--- config.mk ---
export PLATFORM = sky130hd
export DESIGN_NAME = game_round_ctrl
export DESIGN_NICKNAME = d
export VERILOG_FILES = /design/src/rtl/game_pkg.sv /design/src/rtl/bcd_counter4.sv /design/src/rtl/game_round_ctrl.sv
export SDC_FILE = /design/constraint.sdc
export NUM_CORES = 1
export LEC_CHECK = 0
export ABC_CLOCK_PERIOD_IN_PS = 2350
export CAP_MARGIN = 30
export CELL_PAD_IN_SITES_DETAIL_PLACEMENT = 0
export CELL_PAD_IN_SITES_GLOBAL_PLACEMENT = 1
export CORE_UTILIZATION = 38
export CTS_CLUSTER_DIAMETER = 30
export DETAILED_ROUTE_END_ITERATION = 8
export PLACE_DENSITY_LB_ADDON = 0.05
export SLEW_MARGIN = 15
export SYNTH_ARGS = -nofsm -noshare
export SYNTH_HDL_FRONTEND = slang
export SYNTH_SLANG_ARGS = --single-unit
--- constraint.sdc ---
create_clock -name clk -period 2.35 [get_ports clk]
set_clock_uncertainty 0.1 [all_clocks]
set_input_delay 0.3525 -clock clk [delete_from_list [all_inputs] [get_ports clk]]
set_output_delay 0.3525 -clock clk [all_outputs]
set_load 0.05 [all_outputs]
--- src/rtl/game_pkg.sv ---
`default_nettype none
// ------------------------------------------------------------------
// game_pkg: shared round-state encodings and BCD helpers
// Revision 1.0
// ------------------------------------------------------------------
package game_pkg;

    typedef enum logic [2:0] {
        ST_IDLE  = 3'd0,
        ST_SERVE = 3'd1,
        ST_RALLY = 3'd2,
        ST_POINT = 3'd3,
        ST_OVER  = 3'd4
    } game_state_t;

    localparam logic [15:0] BCD_MAX     = 16'h9999;
    localparam int          FRAME_CNT_W = 8;

    // Four-digit BCD increment: carry ripples digit by digit, pinned at 9999.
    function automatic logic [15:0] bcd_inc(input logic [15:0] value);
        logic [15:0] result;
        logic        carry;
        result = value;
        carry  = 1'b1;
        if (value != BCD_MAX) begin
            for (int d = 0; d < 4; d++) begin
                if (carry) begin
                    if (value[d*4 +: 4] >= 4'd9) begin
                        result[d*4 +: 4] = 4'd0;
                    end else begin
                        result[d*4 +: 4] = value[d*4 +: 4] + 4'd1;
                        carry            = 1'b0;
                    end
                end
            end
        end
        return result;
    endfunction

endpackage
`default_nettype wire

--- src/rtl/bcd_counter4.sv ---
`default_nettype none
// ------------------------------------------------------------------
// bcd_counter4: clearable, saturating 4-digit BCD up-counter
// Revision 1.0
// ------------------------------------------------------------------
module bcd_counter4
    import game_pkg::*;
(
    input  logic        clk,
    input  logic        rst_n,
    input  logic        clear,
    input  logic        inc,
    output logic [15:0] value
);

    always_ff @(posedge clk or negedge rst_n) begin
        if (!rst_n) begin
            value <= 16'h0000;
        end else if (clear) begin
            value <= 16'h0000;
        end else if (inc) begin
            value <= bcd_inc(value);
        end
    end

endmodule
`default_nettype wire

--- src/rtl/game_round_ctrl.sv ---
`default_nettype none
// ------------------------------------------------------------------
// game_round_ctrl: serve timing, rally enable, lives and BCD score
// Revision 1.0
// ------------------------------------------------------------------
module game_round_ctrl
    import game_pkg::*;
#(
    parameter int LIVES        = 3,
    parameter int SERVE_FRAMES = 60,
    parameter int PAUSE_FRAMES = 90
) (
    input  logic        clk,
    input  logic        rst_n,
    input  logic        start,
    input  logic        frame_tick,
    input  logic        swing,
    input  logic        Break,
    output logic        serve,
    output logic        run,
    output logic [15:0] score,
    output logic [2:0]  lives,
    output logic        hit_beep,
    output logic        miss_beep,
    output logic        game_over
);

    localparam logic [2:0]             LIVES_INIT = 3'(LIVES);
    localparam logic [FRAME_CNT_W-1:0] SERVE_LAST = FRAME_CNT_W'(SERVE_FRAMES - 1);
    localparam logic [FRAME_CNT_W-1:0] PAUSE_LAST = FRAME_CNT_W'(PAUSE_FRAMES - 1);

    game_state_t             state;
    logic [FRAME_CNT_W-1:0]  frame_cnt;
    logic                    start_meta;
    logic                    start_sync;
    logic                    start_prev;
    logic                    start_edge;
    logic                    score_clear;
    logic                    score_inc;

    // Two flops of synchronisation plus a registered edge: start_edge lands
    // three clocks after the button rises.
    always_ff @(posedge clk or negedge rst_n) begin
        if (!rst_n) begin
            start_meta <= 1'b0;
            start_sync <= 1'b0;
            start_prev <= 1'b0;
            start_edge <= 1'b0;
        end else begin
            start_meta <= start;
            start_sync <= start_meta;
            start_prev <= start_sync;
            start_edge <= start_sync & ~start_prev;
        end
    end

    always_comb begin
        score_clear = 1'b0;
        score_inc   = 1'b0;
        if (start_edge && (state == ST_IDLE || state == ST_OVER)) begin
            score_clear = 1'b1;
        end
        // Break takes priority, so a coincident swing never scores.
        if (state == ST_RALLY && swing && !Break) begin
            score_inc = 1'b1;
        end
    end

    bcd_counter4 u_score (
        .clk   (clk),
        .rst_n (rst_n),
        .clear (score_clear),
        .inc   (score_inc),
        .value (score)
    );

    always_ff @(posedge clk or negedge rst_n) begin
        if (!rst_n) begin
            state     <= ST_IDLE;
            frame_cnt <= '0;
            lives     <= LIVES_INIT;
            serve     <= 1'b0;
            run       <= 1'b0;
            hit_beep  <= 1'b0;
            miss_beep <= 1'b0;
            game_over <= 1'b0;
        end else begin
            serve     <= 1'b0;
            hit_beep  <= 1'b0;
            miss_beep <= 1'b0;
            case (state)
                ST_IDLE: begin
                    if (start_edge) begin
                        state     <= ST_SERVE;
                        frame_cnt <= '0;
                        lives     <= LIVES_INIT;
                    end
                end
                ST_SERVE: begin
                    if (frame_tick) begin
                        if (frame_cnt == SERVE_LAST) begin
                            serve     <= 1'b1;
                            run       <= 1'b1;
                            state     <= ST_RALLY;
                            frame_cnt <= '0;
                        end else begin
                            frame_cnt <= frame_cnt + 1'b1;
                        end
                    end
                end
                ST_RALLY: begin
                    if (Break) begin
                        lives     <= lives - 3'd1;
                        miss_beep <= 1'b1;
                        run       <= 1'b0;
                        state     <= ST_POINT;
                        frame_cnt <= '0;
                    end else if (swing) begin
                        hit_beep <= 1'b1;
                    end
                end
                ST_POINT: begin
                    if (frame_tick) begin
                        if (frame_cnt == PAUSE_LAST) begin
                            frame_cnt <= '0;
                            if (lives == 3'd0) begin
                                state     <= ST_OVER;
                                game_over <= 1'b1;
                            end else begin
                                state <= ST_SERVE;
                            end
                        end else begin
                            frame_cnt <= frame_cnt + 1'b1;
                        end
                    end
                end
                ST_OVER: begin
                    if (start_edge) begin
                        state     <= ST_SERVE;
                        frame_cnt <= '0;
                        lives     <= LIVES_INIT;
                        game_over <= 1'b0;
                    end
                end
                default: begin
                    state     <= ST_IDLE;
                    frame_cnt <= '0;
                    run       <= 1'b0;
                    game_over <= 1'b0;
                end
            endcase
        end
    end

endmodule
`default_nettype wire

==> summary.txt <==
Worst Hold Class = flip-flop to flip-flop
Crit-path cells = clkdlybuf4s50_1, or3b_4, or4_4, buf_6, o311a_1, a31o_2
# IOs = 30
Reg2reg start = state[2]
Critical-path maximum fanout = 8
Routed WL = 5460 um
DR vias/cell = 5.51
FF-to-FF setup slack = 0.17 ns
Area post-placement = 2790 sq um
Largest area contributor in the netlist = dfrtp_1
Power per Cell Area = 581 nW/um^2
CP required = 2.45 ns
Area occupied by registers = 981 sq um
Total global routing overflow = 0
Number of distinct library cells after synthesis = 55
Most numerous cell in the Yosys netlist = dfrtp_1
Clock Path Buffers = 2
Most used DFF post-synth = dfrtp_1
Die ar. = 6460 sq um
Worst Setup EP = u_score.value[6]
Yosys warning total = 0
Unrepaired setup endpoints after global routing = no
RePlAce Congestion = 0.835
Slew margin rel. = 56.6%
Starting Density = 39.5%
Total power = 1.70 mW
CTS clock-pin slew for the worst setup and hold paths = 0.08 ns
Slowest stage cell on the critical path = or4_4
Total vias in the final route = 2004
Wire per inst = 15.0 um
Cells after synthesis = 243
Ys async rst share = 100%
Synth Area per Inst = 9.61 sq um
Endpoint class of the critical path = flip-flop
Die W = 80.4 um
Seq/Total Area, Yosys = 41.9%
Critical Path Max Stage Delay = 0.52 ns
CTS sink count = 39
Fmax = 438 MHz
1st-iter DRT viols = 60
DP HPWL = 4080 um
Leakage = 1.29 nW
Initial antenna violation count = 0
CTS tree = yes
Area of the multi-input gates = 1270 sq um
Final Cell Area = 2930 sq um
Area Growth Syn to Fin = 25.5%
First drt pass iteration count = 4
First-pass GRT wire length = 9250 um
Worst skew pair latency = 0.30 ns
Yosys reg bits = 39
H-tree depth = 2
Peak supply drop = 0.341 mV
# DRC = 0
Worst reg2reg endpoint = u_score.value[6]
Final Worst Setup Slack = 0.0674 ns
Core box area = 5920 sq um
Placed cell count = 355
Pin count of the biggest net entering global routing = 29
Most frequent cells after synthesis = dfrtp_1 (37), nand2_1 (21), ha_1 (16), inv_1 (15), nor2_1 (14)
Gr usage total = 18.8%
Final nets = 310
Crit path DAT = 2.38 ns
Ranking of synthesized cells by area = dfrtp_1 (40%), ha_1 (8.6%), nand2_1 (3.4%)
Setup_tns = 0 ns
Critical path class = primary input to flip-flop
Rows = 28
Post-place setup slack = -0.304 ns
Max Slew Vio Count = 0
CTS root buffer = clkbuf_8
FF-to-FF path depth = 5
Fillers = 564
Crit path max-delay family = simple AND/OR/NAND/NOR gates
Port Buffer Count = 29
Status = finished clean
Post-synth EDFFs = 0
Antenna Nets Post-Route = 0
Vias in the first global route = 1917
Final setup vio count = 0
Critical path depth = 6
Non-Filler Instances = 364
Inserted Clock Buffers = 5
Final Hold Viols = 0
Syn Nets = 265
Worst Path Buf+Inv = 2
Layout cells sized above 1 = 13.5%
Area share of the largest cell type after synthesis = 39.6%
Crit start category = primary input
Netlist Area Pre-Place = 2340 sq um
N_diodes = 0
CP startpoint = Break
Final min period = 2.28 ns
DIE HEIGHT = 80.4 um
Period Utilization, post-route = 97.1%
Worst slew pin tran = 0.651 ns
Max-cap violations = 0
## through the flow
step	utilization (%)	hold slack, ns
after detailed placement	47.2	0.246
after global placement	47.2	0.235
after global routing	49.5	0.269
after floorplan	-	-0.0431
after CTS	49.3	0.265
final	49.5	0.258
## cell families after synthesis
group	Yosys count	synth area share, %
muxes	4	1.77
DFF	39	41.9
adders and majority gates	16	8.57
AOI/OAI and AO/OA	55	16.7
buffers and inverters	22	4.02
xor gates and xnor gates	2	0.750
and+or+nand+nor	105	26.4
## layout make-up
class	instances	share of cell area [%]
clock buffer	6	2.82
sequential	39	33.5
tap	75	3.20
clock inverter	2	1.20
multi-input combinational	182	43.4
inverter	15	1.92
timing repair buffer	45	14.0
## repair_timing
item                                   CTS  global route
resized for setup                        0             3
setup endpoints to repair                0             6
hold buffers                             1             0
endpoints found under the hold margin   26             0
buffers inserted                         0             0
## per-layer routing
layer  part of all wire (%)  track usage (%)
met2                     49             31.3
met3                    3.1             3.98
met5                      0                0
met1                     46             23.8
met4                    1.4             7.14
## sequential cells by signal, summed over array words and instances (netlist names)
signal	cells
miss_beep	1
game_over	1
run	1
start_prev	1
serve	1
start_edge	1
u_score.value	16
frame_cnt	8
state	3
start_sync	1
hit_beep	1
start_meta	1
lives	3
## power breakdown
| group | internal (mW) | total [mW] | switching, mW |
|---|---|---|---|
| Combinational | 0.133 | 0.363 | 0.230 |
| Sequential | 0.707 | 0.745 | 0.0377 |
| Clock | 0.344 | 0.594 | 0.250 |
## layout by cell type, fill, tap and decap left out, drive strengths merged, types with 5 or more instances in the layout
cell type and n:
nand3b 5, a21o 5, a21oi 10, clkbuf 6, nand2b 6, dfrtp 37, ha 16, nand3 7
o21ai 9, buf 16, nor2b 6, nor3 8, clkdlybuf4s50 28, nand2 21, inv 15, nor2 14
## how the worst min path moves through the flow
| stage | start | endpoint | slack (ns) | cells past startpoint |
|---|---|---|---|---|
| after global routing | start_meta | start_sync | 0.27 | 0 |
| after detailed placement | start_meta | start_sync | 0.25 | 0 |
| after floorplan | rst_n | frame_cnt[0] | -0.04 | 0 |
| after global placement | start_meta | start_sync | 0.23 | 0 |
| after CTS | start_meta | start_sync | 0.27 | 0 |
| final | start_meta | start_sync | 0.26 | 0 |
No activity file was read; power rests on OpenSTA's default activity.
